$ cat config.mk
export PLATFORM = sky130hd
export DESIGN_NAME = uart_rx_byte
export DESIGN_NICKNAME = d
export VERILOG_FILES = /design/src/rtl/uart_rx_byte.sv
export SDC_FILE = /design/constraint.sdc
export NUM_CORES = 1
export LEC_CHECK = 0
export CORE_UTILIZATION = 50
export CTS_BUF_LIST = sky130_fd_sc_hd__clkbuf_16
export DETAILED_ROUTE_END_ITERATION = 7
export PLACE_DENSITY = 0.76
export RECOVER_POWER = 100
export SLEW_MARGIN = 25
export SYNTH_ARGS = -nofsm -noshare
export SYNTH_HDL_FRONTEND = slang
export SYNTH_SLANG_ARGS = --single-unit
$ cat constraint.sdc
create_clock -name clk_i -period 1.9 [get_ports clk_i]
set_input_delay 0.38 -clock clk_i [delete_from_list [all_inputs] [get_ports clk_i]]
set_output_delay 0.38 -clock clk_i [all_outputs]
set_load 0.03 [all_outputs]
$ cat src/rtl/uart_rx_byte.sv
// 8N1 UART receiver: two-flop line synchroniser, mid-bit sampling FSM and a
// single-entry valid/ready output register with framing-error and overrun pulses.
module uart_rx_byte #(
  parameter int unsigned CLKS_PER_BIT = 264,
  parameter int unsigned DATA_BITS    = 8
) (
  input  logic                 clk_i,
  input  logic                 rst_ni,
  input  logic                 rx_i,
  output logic [DATA_BITS-1:0] data_o,
  output logic                 valid_o,
  input  logic                 ready_i,
  output logic                 frame_err_o,
  output logic                 overrun_o
);

  localparam int unsigned       IDX_W     = (DATA_BITS > 1) ? $clog2(DATA_BITS) : 1;
  localparam logic [15:0]       BIT_LAST  = 16'(CLKS_PER_BIT - 1);
  localparam logic [15:0]       HALF_LAST = 16'(CLKS_PER_BIT / 2 - 1);
  localparam logic [IDX_W-1:0]  IDX_LAST  = IDX_W'(DATA_BITS - 1);

  typedef enum logic [2:0] {IDLE, START, DATA, STOP, BREAK} state_t;

  // Reset asserts asynchronously but is released only on a clock edge.
  logic [1:0] rst_sync;
  logic       rst_n;

  // NOTE: sequential state is always updated with non-blocking assignments.
  always_ff @(posedge clk_i or negedge rst_ni) begin
    if (!rst_ni) rst_sync <= '0;
    else         rst_sync <= {rst_sync[0], 1'b1};
  end

  assign rst_n = rst_sync[1];

  logic [1:0] rx_sync;
  logic       rx_s;

  always_ff @(posedge clk_i or negedge rst_n) begin
    if (!rst_n) rx_sync <= 2'b11;
    else        rx_sync <= {rx_sync[0], rx_i};
  end

  assign rx_s = rx_sync[1];

  state_t                 state, state_d;
  logic [15:0]            cnt, cnt_d;
  logic [IDX_W-1:0]       idx, idx_d;
  logic [DATA_BITS-1:0]   shreg, shreg_d;
  logic [DATA_BITS-1:0]   data_d;
  logic                   valid_d, frame_err_d, overrun_d, commit;

  always_ff @(posedge clk_i or negedge rst_n) begin
    if (!rst_n) begin
      state       <= IDLE;
      cnt         <= '0;
      idx         <= '0;
      shreg       <= '0;
      data_o      <= '0;
      valid_o     <= 1'b0;
      frame_err_o <= 1'b0;
      overrun_o   <= 1'b0;
    end else begin
      state       <= state_d;
      cnt         <= cnt_d;
      idx         <= idx_d;
      shreg       <= shreg_d;
      data_o      <= data_d;
      valid_o     <= valid_d;
      frame_err_o <= frame_err_d;
      overrun_o   <= overrun_d;
    end
  end

  always_comb begin
    // NOTE: every output of this block gets a default first so no latch is inferred.
    state_d     = state;
    cnt_d       = cnt;
    idx_d       = idx;
    shreg_d     = shreg;
    data_d      = data_o;
    valid_d     = valid_o;
    frame_err_d = 1'b0;
    overrun_d   = 1'b0;
    commit      = 1'b0;

    unique case (state)
      IDLE: begin
        if (!rx_s) begin
          state_d = START;
          cnt_d   = '0;
        end
      end
      START: begin
        if (cnt == HALF_LAST) begin
          cnt_d = '0;
          idx_d = '0;
          // A high line at mid start bit was only a glitch.
          state_d = rx_s ? IDLE : DATA;
        end else begin
          cnt_d = cnt + 16'd1;
        end
      end
      DATA: begin
        if (cnt == BIT_LAST) begin
          cnt_d        = '0;
          shreg_d[idx] = rx_s;
          if (idx == IDX_LAST) state_d = STOP;
          else                 idx_d   = idx + IDX_W'(1);
        end else begin
          cnt_d = cnt + 16'd1;
        end
      end
      STOP: begin
        if (cnt == BIT_LAST) begin
          cnt_d = '0;
          if (rx_s) begin
            commit  = 1'b1;
            state_d = IDLE;
          end else begin
            frame_err_d = 1'b1;
            state_d     = BREAK;
          end
        end else begin
          cnt_d = cnt + 16'd1;
        end
      end
      BREAK: begin
        // A line held low reports one framing error, then waits for idle.
        if (rx_s) state_d = IDLE;
      end
      default: state_d = IDLE;
    endcase

    if (commit) begin
      if (!valid_o || ready_i) begin
        data_d  = shreg;
        valid_d = 1'b1;
      end else begin
        overrun_d = 1'b1;
      end
    end else if (valid_o && ready_i) begin
      valid_d = 1'b0;
    end
  end

endmodule

======== After elaboration in Yosys (flattened, before gate mapping) ========
Cells that the tools add are included.
cells by class
  add/sub/neg operators ................... 2
  order comparisons ....................... 2
  equality and inequality tests ........... 15
  multiplexer cells ....................... 31
  reduce and logical (&&, ||, !) cells .... 15
operator list
  kind                                                                                  count
  16-bit 2-to-1 mux                                                                     3
  16-bit one-hot mux with 3 select lines                                                1
  3-bit 2-to-1 mux                                                                      10
  16-bit by 1-bit adder with 16-bit output (second input constant)                      1
  16-bit by 8-bit == test with 1-bit output (second input constant)                     1
  16-bit by 9-bit == test with 1-bit output (second input constant)                     1
  3-bit one-hot mux with 5 select lines                                                 1
  2-bit inequality test (second input constant)                                         7
  1-bit 2-to-1 mux                                                                      12
  8-bit bitwise mux                                                                     1
  2-bit AND reduction                                                                   4
  3-bit by 2-bit == test with 1-bit output (second input constant)                      2
  3-bit == test (second input constant)                                                 2
  3-bit one-hot mux with 2 select lines                                                 1
  6-bit AND reduction                                                                   1
  3-bit by 4-bit less-than comparator with 1-bit output (second input constant)         1
  4-bit AND reduction                                                                   1
  2-bit nonzero test                                                                    2
  3-bit by 1-bit adder with 3-bit output (second input constant)                        1
  1-bit demux with 3-bit select                                                         1
  3-bit by 1-bit == test with 1-bit output (second input constant)                      1
  3-bit by 1-bit greater-or-equal comparator with 1-bit output (second input constant)  1
  3-bit zero test                                                                       1
  3-bit nonzero test                                                                    1
  6 further kinds                                                                       7
storage, ports and cells
  flip-flop bits (word level) ............. 45
  input port bits ......................... 4
  output and inout port bits .............. 11

======== Depth between registers and ports, before layout ========
  depth after elaboration ................. 5
  depth in mapped cells ................... 8
  mapped depth without buffers ............ 6

======== Least setup slack after synthesis ========
OpenSTA, ideal clock, no wires.
  path kind ............................... reg-to-reg
  start ................................... register cnt[0]
  end ..................................... register shreg[4]
  setup time .............................. 128 ps
  arrival ................................. 1844 ps
  path slack .............................. -71 ps
  cell stages (with the launch flop) ...... 7
  path buffers ............................ 0
  path through ............................ dfrtp_1 ha_1 and4b_1 nand4_2 or3_4 nor3b_2 mux2_1
on the way
  word-level cells in the longest chain between the ends .. 2
RTL lines
  element                                    RTL line  RTL
  from (decl)                                47        logic [15:0] cnt, cnt_d;
  from (signal assigned)                     65        cnt <= cnt_d;
  16-bit by 9-bit == test with 1-bit output  105       if (cnt == BIT_LAST) begin
  2-bit AND reduction (no line)              n/a
  to (signal assigned)                       67        shreg <= shreg_d;
  to (decl)                                  49        logic [DATA_BITS-1:0] shreg, shreg_d;
No other way between the ends.
A chain may end at the register's enable or synchronous reset.

======== Final worst setup path ========
Same ends and word-level chain as after synthesis.

==> metrics.log <==
INFO  metric run_status = finished with violations
INFO  metric violations = setup timing
INFO  metric finalHoldViolations = 0
INFO  metric clkSlewWorstSetupHoldPaths = 0.06 ns
INFO  metric cell_total_after_placement = 284
INFO  metric dr.first_iter.drc_count = 86
INFO  metric routed_wirelength = 4530 µm
INFO  metric post_synth.cell_area_avg = 11.0 µm²
INFO  metric power_density = 1000 nW/µm²
INFO  metric timing.final.crit_period = 2.02 ns
INFO  metric share_clk_of_total_power = 34.3%
INFO  metric io_pins = 15
INFO  metric power.switching = 0.843 mW
INFO  metric timing.rr.start = cnt[0]
INFO  metric yosysWarnings = 0
INFO  metric grt_start_max_net_pins = 26
INFO  metric final.period_utilization = 106%
INFO  metric die-height = 68.0 µm
INFO  metric cap_violations = 0
INFO  metric clock_latency = 0.29 ns
INFO  metric antenna_left = 0
INFO  metric initial_utilization = 53.2%
INFO  metric routed_length_per_placed_instance = 15.3 µm
INFO  metric grt_pass1_wl = 7530 µm
INFO  metric class_of_the_most_critical_hold_timing_path = reg -> async
INFO  metric final-max-slew-violation-count = 0
INFO  metric fp.dieW = 68.0 µm
INFO  metric worst_path_largest_cell_delay = 0.43 ns
INFO  metric critPathRequiredTime = 2.07 ns
INFO  metric switching_share = 29.7%
INFO  metric number_of_rows_in_the_core_area = 23
INFO  metric ctsLongestPathBuffers = 2
INFO  metric cts_hold_buffers = 0
INFO  metric met1_length = 2040 µm
INFO  metric diodes = 0
INFO  metric layout.cell_area.non_filler = 2820 µm²
INFO  metric core_area = 4090 µm²
INFO  metric timing.critical_path.fanout_max = 6
INFO  metric pre_cts_setup_slack = -0.0933 ns
INFO  metric first_pass_iters = 4
INFO  metric cts_num_sinks = 45
INFO  metric dp.final_hpwl = 2960 µm
INFO  metric synthToLayoutAreaGrowth = 29.8%
INFO  metric design.final.nets = 251
INFO  metric tritoncts_clock_tree = done
INFO  metric maxUsedRoutingLayer = met4
INFO  metric share_seq_of_total_power = 38.0%
INFO  metric primary_ff_master_synth = sky130_fd_sc_hd__dfrtp_1
INFO  metric grt.total_usage = 22.6%
INFO  metric layout.cells.non_filler = 295
INFO  metric grt_antenna_before_repair = 0
INFO  metric combinationalPowerShare = 27.7%
INFO  metric timing.setup.critical_path_class = reg -> reg
INFO  metric timing.critical_path.to_type = flip-flop
INFO  metric max_slew_margin_vs_limit = 51.0%
INFO  metric internal_power = 1.99 mW
INFO  metric cts_root_buffer = sky130_fd_sc_hd__clkbuf_16
INFO  metric synth_cells = 197
INFO  metric fillCellCount = 300
INFO  metric worst-r2r-cell-count = 6
INFO  metric met2WireLength = 2230 µm
INFO  metric avgViaCountPerCell = 5.74
INFO  metric synthesis.area = 2180 µm²
INFO  metric number_of_enable_type_register_cells_in_the_synthesized_netlist = 0
INFO  metric cts_inserted_buffers = 5
INFO  metric cts-htree-levels = 2
INFO  metric final_common_cell = sky130_fd_sc_hd__dfrtp_1
INFO  metric gpl.final_weighted_congestion = 0.824
INFO  metric worst_ep_arrival_time = 2.19 ns
INFO  metric timing.critical_path.cells = ha_4, and4b_1, nand4_2, or3_4, nor3b_2, mux2_1
INFO  metric startpoint_type = flip-flop
INFO  metric post-route-drc-count = 0
INFO  metric post-route-worst-setup-slack = -0.122 ns
INFO  metric layout.cells.most_common_list = 43 x sky130_fd_sc_hd__dfrtp_1, 32 x sky130_fd_sc_hd__buf_4, 17 x sky130_fd_sc_hd__nand2_1
INFO  metric grt_setup_unrepaired = yes
INFO  metric post_route_cells_drive_above_1_share = 30.6%
INFO  metric irDropWorstVdd = 718 µV
INFO  metric port_buffers = 14
INFO  metric netlist-cell-type-count = 45
INFO  metric vias = 1,693
INFO  metric dr_wl_met3 = 148 µm
INFO  metric postSynth.asyncResetShare = 100%
INFO  metric ys_seq_elements = 45
INFO  metric dieArea = 4620 µm²
INFO  metric fmax = 495 MHz
INFO  metric fin_skew = 0.00345 ns
INFO  metric vias_in_the_first_global_route = 1,694
INFO  metric global_route.overflow_total = 0
INFO  metric timing_worst_slew_pin_value = 0.735 ns
INFO  metric timing.final.setup_violations = 8
INFO  metric timing.rr.end = shreg[4]
INFO  metric crit_slowest_cell = sky130_fd_sc_hd__or3_4
INFO  metric rrSetupSlack = -0.12 ns
INFO  metric p_leak = 1.33 nW
INFO  metric synth_sequential_area_ratio = 51.9%
INFO  metric synthesis.nets = 204
INFO  metric dpl_cell_area = 2580 µm²
layer usage:
layer / up-vias / global-route usage [%]
li1: 819 / -
met2: 40 / 37.5
met1: 823 / 27.0
met5: - / 0
met4: 0 / 11.5
met3: 11 / 5.67
area by class of cell:
cell class / instances / area, µm² / area share, %
Clock buffer: 5 / 125 / 4.43
Clock inverter: 3 / 42.5 / 1.51
Inverter: 2 / 7.51 / 0.266
Multi-Input combinational cell: 142 / 1060 / 37.6
Sequential cell: 45 / 1130 / 40.0
Tap cell: 50 / 62.6 / 2.22
Timing Repair Buffer: 48 / 397 / 14.0
state kept, by name, summed over array words and instances, names as in the netlist, 2 cells and up:
| register | flops |
|---|---|
| rst_sync | 2 |
| idx | 3 |
| data_o | 8 |
| rx_sync | 2 |
| cnt | 16 |
| state | 3 |
| shreg | 8 |
cell families after synthesis:
| kind of cell | after synthesis | synth area share (%) |
|---|---|---|
| mux | 17 | 8.80 |
| fa+ha+maj | 3 | 1.73 |
| simple gates | 81 | 21.8 |
| flops | 45 | 51.9 |
| other cells | 1 | 0.172 |
| compound gates | 36 | 11.6 |
| xor+xnor | 3 | 1.21 |
| buf+inv | 11 | 2.88 |
stage by stage:
stage          TNS (ns)  util, %  hold slack (ns)  power, mW
3_3_place_gp     -0.124     63.2            0.213       1.73
2_1_floorplan    -0.140        -           0.0844       1.52
6_report         -0.402     69.1            0.306       2.84
3_5_place_dp     -0.387     63.2            0.227       1.74
5_1_grt           -1.77     69.1            0.328       2.98
4_1_cts          -0.176     67.9            0.229       2.77
worst max-delay path: cells and delay by family (launching register included):
family | cells | cell delay (ns)
adders and majority gates | 1 | 0.18
muxes | 1 | 0.33
DFF | 1 | 0.40
and+or+nand+nor | 4 | 1.00
cells in the mapped netlist, types with 2 or more instances:
library cell               count  area (µm²)
sky130_fd_sc_hd__dfrtp_1      43        1080
sky130_fd_sc_hd__nand2_1      17        63.8
sky130_fd_sc_hd__mux2_2       15         169
sky130_fd_sc_hd__nor2_1       12        45.0
sky130_fd_sc_hd__nand3_1      11        55.1
sky130_fd_sc_hd__and3_1        8        50.1
sky130_fd_sc_hd__nor3_1        8        40.0
sky130_fd_sc_hd__a22o_1        7        61.3
sky130_fd_sc_hd__o21ai_0       7        35.0
sky130_fd_sc_hd__a21oi_1       5        25.0
sky130_fd_sc_hd__a31oi_1       5        31.3
sky130_fd_sc_hd__a21o_1        3        22.5
sky130_fd_sc_hd__buf_4         3        22.5
sky130_fd_sc_hd__clkbuf_1      3        11.3
sky130_fd_sc_hd__ha_1          3        37.5
sky130_fd_sc_hd__nand2b_1      3        18.8
sky130_fd_sc_hd__nor2b_1       3        18.8
sky130_fd_sc_hd__o21ai_1       3        15.0
sky130_fd_sc_hd__xnor2_1       3        26.3
sky130_fd_sc_hd__and4_1        2        17.5
sky130_fd_sc_hd__buf_2         2        10.0
sky130_fd_sc_hd__dfstp_2       2        52.6
sky130_fd_sc_hd__inv_1         2        7.51
sky130_fd_sc_hd__mux2_1        2        22.5
sky130_fd_sc_hd__nand3b_1      2        15.0
sky130_fd_sc_hd__nor3b_2       2        25.0
sky130_fd_sc_hd__nor4_1        2        12.5
sky130_fd_sc_hd__or3_1         2        12.5
power groups by stage:
| stage | logic [mW] | clock network, mW | registers (mW) |
|---|---|---|---|
| final | 0.787 | 0.973 | 1.08 |
| after floorplan | 0.427 | 0 | 1.09 |
| after CTS | 0.707 | 0.991 | 1.07 |
| after global placement | 0.651 | 0 | 1.08 |
| after detailed placement | 0.661 | 0 | 1.08 |
| after global routing | 0.863 | 1.03 | 1.09 |
worst max path at each step:
stage	cells after the start	endpoint	slack (ns)	startpoint
after floorplan	6	shreg[4]	-0.06	cnt[0]
after global routing	6	shreg[4]	-0.18	cnt[0]
after CTS	6	shreg[4]	-0.06	cnt[0]
after detailed placement	6	shreg[4]	-0.09	cnt[1]
final	6	shreg[4]	-0.12	cnt[0]
after global placement	6	shreg[4]	-0.05	cnt[1]
repair_timing:
| action | in CTS | in global routing |
|---|---|---|
| endpoints found under the setup margin | 13 | 34 |
| resized for setup | 2 | 9 |
| setup buffers | 1 | 1 |
| cloned | 0 | 1 |
| pin swaps | 2 | 1 |
Note: power is estimated with default switching activity, not from simulation.
